File: config.mk
export PLATFORM = sky130hd
export DESIGN_NAME = digit_scan_ctrl
export DESIGN_NICKNAME = d
export VERILOG_FILES = /design/src/rtl/scan_pkg.sv /design/src/rtl/mask_next_idx.sv /design/src/rtl/digit_scan_ctrl.sv
export SDC_FILE = /design/constraint.sdc
export NUM_CORES = 1
export LEC_CHECK = 0
export ABC_AREA = 1
export CAP_MARGIN = 20
export CORE_MARGIN = 5
export CORE_UTILIZATION = 47
export DETAILED_ROUTE_END_ITERATION = 8
export PLACE_DENSITY = 0.67
export SKIP_CTS_REPAIR_TIMING = 1
export SLEW_MARGIN = 40
export SYNTH_ARGS = -nofsm -noshare
export SYNTH_HDL_FRONTEND = slang
export SYNTH_HIERARCHICAL = 1
export SYNTH_SLANG_ARGS = --single-unit
File: constraint.sdc
create_clock -name clk -period 3.3 [get_ports clk]
set_input_delay 0.66 -clock clk [delete_from_list [all_inputs] [get_ports clk]]
set_output_delay 0.66 -clock clk [all_outputs]
set_load 0.05 [all_outputs]
File: src/rtl/scan_pkg.sv
// ---------------------------------------------------------------------------
// scan_pkg
// Shared definitions for the multiplexed digit scan controller.
//   scan_state_e : FSM state encoding (IDLE=0, SHOW=1, BLANK=2)
//   DWELL_W      : width of the per-digit dwell down-counter
//   BLANK_W      : width of the inter-digit blank down-counter
// ---------------------------------------------------------------------------
package scan_pkg;

    // The state names carry an S_ prefix so they never collide with the
    // BLANK parameter of the controller.
    typedef enum logic [1:0] {
        S_IDLE  = 2'd0,
        S_SHOW  = 2'd1,
        S_BLANK = 2'd2
    } scan_state_e;

    localparam int DWELL_W = 16;
    localparam int BLANK_W = 8;

endpackage

File: src/rtl/mask_next_idx.sv
// ---------------------------------------------------------------------------
// mask_next_idx
// Combinational search for the circularly next set bit of an 8-bit mask,
// strictly above the current index and wrapping 7->0.
//   mask [7:0] : in  - digits taking part in the scan
//   cur  [2:0] : in  - current digit index
//   nxt  [2:0] : out - next set bit index (0 when the mask is empty)
//   wrap       : out - 1 when nxt <= cur, i.e. the scan started over
//   none       : out - 1 when the mask has no set bit
// ---------------------------------------------------------------------------
module mask_next_idx (
    input  logic [7:0] mask,
    input  logic [2:0] cur,
    output logic [2:0] nxt,
    output logic       wrap,
    output logic       none
);

    logic found;

    // Walk offsets 1..8 from cur. The 3-bit sum wraps modulo 8, so offset 8
    // lands back on cur itself, which is how a single-bit mask finds itself
    // and reports a wrap.
    always_comb begin
        nxt   = '0;
        found = 1'b0;
        for (int k = 1; k <= 8; k++) begin
            if (!found && mask[cur + 3'(k)]) begin
                nxt   = cur + 3'(k);
                found = 1'b1;
            end
        end
        none = ~|mask;
        wrap = found && (nxt <= cur);
    end

endmodule

File: src/rtl/digit_scan_ctrl.sv
// ---------------------------------------------------------------------------
// digit_scan_ctrl
// Time-multiplexed digit scanner: shows each enabled digit for DWELL cycles,
// separated by BLANK dark cycles, and pulses frame_done when the scan wraps.
//   clk        : in  - clock, rising edge
//   rst_n      : in  - synchronous active-low reset
//   run        : in  - scan enable; low forces IDLE
//   digit_mask : in  - bit i set means digit i is scanned
//   sel  [2:0] : out - digit index to the 3-to-8 decoder
//   sel_en     : out - decoder enable, high only while showing a digit
//   frame_done : out - one-cycle pulse on the first SHOW cycle after a wrap
// ---------------------------------------------------------------------------
module digit_scan_ctrl
    import scan_pkg::*;
#(
    parameter int unsigned DWELL = 1000,
    parameter int unsigned BLANK = 4
) (
    input  logic       clk,
    input  logic       rst_n,
    input  logic       run,
    input  logic [7:0] digit_mask,
    output logic [2:0] sel,
    output logic       sel_en,
    output logic       frame_done
);

    localparam bit                 HAS_BLANK  = (BLANK != 0);
    localparam logic [DWELL_W-1:0] DWELL_LOAD = DWELL_W'(DWELL - 1);
    localparam logic [BLANK_W-1:0] BLANK_LOAD = HAS_BLANK ? BLANK_W'(BLANK - 1) : '0;

    scan_state_e        state_q, state_d;
    logic [DWELL_W-1:0] dwell_cnt_q, dwell_cnt_d;
    logic [BLANK_W-1:0] blank_cnt_q, blank_cnt_d;
    logic [2:0]         sel_q, sel_d;
    logic               sel_en_q, sel_en_d;
    logic               frame_done_q, frame_done_d;

    logic [2:0] cur_idx;
    logic [2:0] nxt_idx;
    logic       nxt_wrap;
    logic       mask_none;
    logic       dwell_end;
    logic       blank_end;

    // Searching from index 7 makes the "next" bit the lowest set bit, so a
    // single search unit serves both the start from IDLE and digit advance.
    assign cur_idx = (state_q == S_IDLE) ? 3'd7 : sel_q;

    mask_next_idx u_next (
        .mask (digit_mask),
        .cur  (cur_idx),
        .nxt  (nxt_idx),
        .wrap (nxt_wrap),
        .none (mask_none)
    );

    assign dwell_end = (state_q == S_SHOW)  && (dwell_cnt_q == '0);
    assign blank_end = (state_q == S_BLANK) && (blank_cnt_q == '0);

    // State, counter and output registers; reset wins over everything.
    always_ff @(posedge clk) begin
        if (!rst_n) begin
            state_q      <= S_IDLE;
            dwell_cnt_q  <= '0;
            blank_cnt_q  <= '0;
            sel_q        <= '0;
            sel_en_q     <= 1'b0;
            frame_done_q <= 1'b0;
        end else begin
            state_q      <= state_d;
            dwell_cnt_q  <= dwell_cnt_d;
            blank_cnt_q  <= blank_cnt_d;
            sel_q        <= sel_d;
            sel_en_q     <= sel_en_d;
            frame_done_q <= frame_done_d;
        end
    end

    // Next-state logic. The mask is only consulted when leaving IDLE or at a
    // digit boundary, so edits mid-dwell never shorten the current digit.
    always_comb begin
        state_d = state_q;
        if (!run) begin
            state_d = S_IDLE;
        end else begin
            unique case (state_q)
                S_IDLE: begin
                    if (!mask_none) state_d = S_SHOW;
                end
                S_SHOW: begin
                    if (dwell_end) begin
                        if (HAS_BLANK)      state_d = S_BLANK;
                        else if (mask_none) state_d = S_IDLE;
                        else                state_d = S_SHOW;
                    end
                end
                S_BLANK: begin
                    if (blank_end) state_d = mask_none ? S_IDLE : S_SHOW;
                end
                default: state_d = S_IDLE;
            endcase
        end
    end

    // Counter and output next values. Outputs are registered copies of what
    // the next state implies, so sel_en is high exactly in SHOW.
    always_comb begin
        dwell_cnt_d  = dwell_cnt_q;
        blank_cnt_d  = blank_cnt_q;
        sel_d        = sel_q;
        sel_en_d     = (state_d == S_SHOW);
        frame_done_d = 1'b0;
        if (!run) begin
            dwell_cnt_d = '0;
            blank_cnt_d = '0;
        end else begin
            unique case (state_q)
                S_IDLE: begin
                    if (state_d == S_SHOW) begin
                        sel_d       = nxt_idx;
                        dwell_cnt_d = DWELL_LOAD;
                    end
                end
                S_SHOW: begin
                    if (!dwell_end) begin
                        dwell_cnt_d = dwell_cnt_q - 1'b1;
                    end else if (HAS_BLANK) begin
                        blank_cnt_d = BLANK_LOAD;
                    end else if (state_d == S_SHOW) begin
                        sel_d        = nxt_idx;
                        frame_done_d = nxt_wrap;
                        dwell_cnt_d  = DWELL_LOAD;
                    end
                end
                S_BLANK: begin
                    if (!blank_end) begin
                        blank_cnt_d = blank_cnt_q - 1'b1;
                    end else if (state_d == S_SHOW) begin
                        sel_d        = nxt_idx;
                        frame_done_d = nxt_wrap;
                        dwell_cnt_d  = DWELL_LOAD;
                    end
                end
                default: begin
                    dwell_cnt_d = '0;
                    blank_cnt_d = '0;
                end
            endcase
        end
    end

    assign sel        = sel_q;
    assign sel_en     = sel_en_q;
    assign frame_done = frame_done_q;

endmodule

==> results.json <==
{
  "status": "complete, no violations",
  "slew_headroom_pct": 63.9,
  "yosysTopAreaCell": "dfxtp_1",
  "r2r-start": "state_q[1]$_SDFF_PN0_",
  "antenna_left": 0,
  "setup_slack_ps": 177,
  "antenna_found_initial": 0,
  "synth_seq_cells": 31,
  "row_count": 29,
  "nNetsFinal": 522,
  "drc_errors": 0,
  "finalHoldViolCount": 0,
  "synthTopCellsByCount": "nand2_1 (113), nor2_1 (64), inv_1 (44)",
  "synth_edf_count": 0,
  "yosys.cell_count.top_type": "nand2_1",
  "place_ws_ps": -63.2,
  "firstDrtPassIters": 4,
  "start_util_pct": 48.3,
  "fin_crit_sh_pct": 94.6,
  "cts_tree": "yes",
  "powerDensity_nw_per_um2": 429,
  "die_w_um": 91.0,
  "drt-total-wl_um": 6990,
  "worst-endpoint-arrival_ps": 3340,
  "hold_depth": 2,
  "drive_gt1_share_pct": 24.2,
  "reg2reg_depth": 23,
  "async_flop_share_pct": 0,
  "clk_pin_slew_ps": 70,
  "leakage_nw": 1.67,
  "min_path_type": "register to register",
  "cts_max_level": 2,
  "yosysWarningCount": 6,
  "detailedRoute.firstIterationViolations": 168,
  "ys_seq_area_share_pct": 20.1,
  "setup_viol": 0,
  "period_needed_ps": 3120,
  "path_class": "register to register",
  "reg2reg_slack_ps": 180,
  "core_area_um2": 6390,
  "detailed_place_hpwl_um": 5470,
  "port_buffers": 15,
  "cp-end-kind": "register",
  "grt_pass1_vias": 2762,
  "rsz0062_at_grt": "true",
  "grtUsageTotal_pct": 17.2,
  "fmax_mhz": 320,
  "numClockSinks": 31,
  "grt_pass1_wl_um": 12200,
  "crit_required_ps": 3520,
  "yosysTopAreaCellShare_pct": 20.1,
  "cp_max_fo": 7,
  "clock_skew_ps": 9.46,
  "ir_worst_vdd_mv": 0.271,
  "gp_congestion": 0.929,
  "maxCapViolCount": 0,
  "holdPathEnd": "dwell_cnt_q[0]$_SDFFE_PN0P_",
  "fp.dieH_um": 91.0,
  "drv_slew": 0,
  "area_growth_syn_to_layout_pct": 15.3,
  "worst_pin_slew_ps": 540,
  "post-route-util_pct": 55.7,
  "postSynthCellCount": 471,
  "r2r-end": "frame_done$_SDFF_PN0_",
  "synth_ff_type": "dfxtp_1",
  "synth.distinct_cells": 44,
  "vias": 2993,
  "cts_buffers": 5,
  "syn_area_per_cell_um2": 6.55,
  "cp-start-kind": "register",
  "worstSkewPairLatency_ps": 290,
  "cts_buffer_depth": 2,
  "worstHoldStart": "dwell_cnt_q[0]$_SDFFE_PN0P_",
  "wl_per_cell_um": 12.1,
  "netlist_area_um2": 3090,
  "synth.net_count": 495,
  "yosys-top-cells-area": "dfxtp_1 (20%), nand2_1 (14%), nand3_2 (8.4%)",
  "grt_overflow": 0,
  "dieArea_um2": 8290,
  "num_io_pins": 16,
  "routed_via_density": 5.20,
  "antenna_cells": 0,
  "root_buffer": "clkbuf_8",
  "grt_max_degree": 28
}
-- cell usage in the layout (no fill, tap or decap), types with 2 or more instances in the layout --
master | Yosys | final
nor2_2 | 11 | 14
a21oi_2 | 4 | 5
nor2_4 | 3 | 3
nand2_2 | 13 | 17
clkinv_2 | 1 | 2
nor2_1 | 64 | 61
ha_1 | 13 | 9
inv_2 | 6 | 6
clkdlybuf4s50_1 | 0 | 15
a31oi_1 | 2 | 2
nand3_1 | 38 | 38
nand2_4 | 6 | 6
dfxtp_2 | 0 | 2
nand2_1 | 113 | 109
clkinv_1 | 2 | 2
nand3b_1 | 3 | 3
inv_4 | 1 | 2
buf_4 | 2 | 14
nand3_2 | 26 | 25
dfxtp_1 | 31 | 29
xor2_1 | 4 | 4
inv_1 | 44 | 43
clkbuf_8 | 0 | 6
ha_4 | 0 | 3
xnor2_1 | 2 | 2
nor3_1 | 6 | 5
nand4_1 | 7 | 7
a211oi_1 | 2 | 2
a21oi_1 | 28 | 27
o21ai_0 | 16 | 16
-- critical path, stage by stage, from the launching register on --
cell and delay [ps]:
dfxtp_2 330, inv_1 100, ha_4 160, inv_2 50
nand2_2 120, inv_4 50, ha_4 270, inv_4 100
nand3_2 90, nand3_2 110, nand2_4 90, nor2_8 140
nand4_4 110, nor2_4 170, nand2_2 90, nand3_1 80
nand2_1 60, nand2_1 120, ha_4 220, a21oi_2 100
o21ai_0 90, a21oi_1 140, nand2_1 90, nor3_2 160
-- registers in the layout (all words and copies together), names as in the netlist --
signal / flops
blank_cnt_q: 8
dwell_cnt_q: 16
frame_done: 1
sel: 3
sel_en: 1
state_q: 2
-- through the flow --
step	setup TNS [ps]	power [mW]	hold WS [ps]	instances	cell area, µm²
after CTS	-74.8	1.50	495	573	3460
after detailed placement	-63.2	1.10	479	565	3340
after global placement	0	1.08	469	565	3340
final	0	1.53	494	576	3560
after global routing	-517	1.64	531	576	3560
after floorplan	0	0.966	460	471	3100
-- cell families (layout without fill, tap and decap cells) --
kind of cell / count (synthesis) / after routing / synth area share, %
and+or+nand+nor: 296 / 296 / 50.2
buffers and inverters: 64 / 92 / 9.85
AOI/OAI and AO/OA: 59 / 59 / 11.8
DFF: 31 / 31 / 20.1
adders and majority gates: 13 / 13 / 5.27
xor gates and xnor gates: 8 / 8 / 2.76
-- layer usage --
metal,track usage [%],up-vias,routed length (µm)
li1,-,1580,-
met1,23.0,1360,3310
met2,28.1,42,3360
met3,3.31,11,209
met4,5.26,0,105
met5,0,-,0
-- layout make-up --
cell class	instances	area, µm²
clock buffers	6	82.6
clock inverters	2	35.0
fillers	632	2830
inverters	54	209
multi-input cells	376	2250
flip-flops and latches	31	623
well taps	77	96.3
repair buffers	30	267
-- where the power goes --
part / internal (mW) / switching, mW
clock network: 0.244 / 0.152
logic: 0.263 / 0.448
registers: 0.397 / 0.0212
-- worst max path at each step --
stage | from | to | cells after the start | slack [ps]
CTS | state_q[1]$_SDFF_PN0_ | frame_done$_SDFF_PN0_ | 24 | -70
detailed placement | state_q[1]$_SDFF_PN0_ | frame_done$_SDFF_PN0_ | 24 | -60
global placement | state_q[1]$_SDFF_PN0_ | frame_done$_SDFF_PN0_ | 24 | 20
floorplan | sel[1]$_SDFFE_PN0P_ | frame_done$_SDFF_PN0_ | 22 | 60
global route | state_q[1]$_SDFF_PN0_ | frame_done$_SDFF_PN0_ | 23 | -130
finish | state_q[1]$_SDFF_PN0_ | frame_done$_SDFF_PN0_ | 23 | 180
No activity file was read; power rests on OpenSTA's default activity.
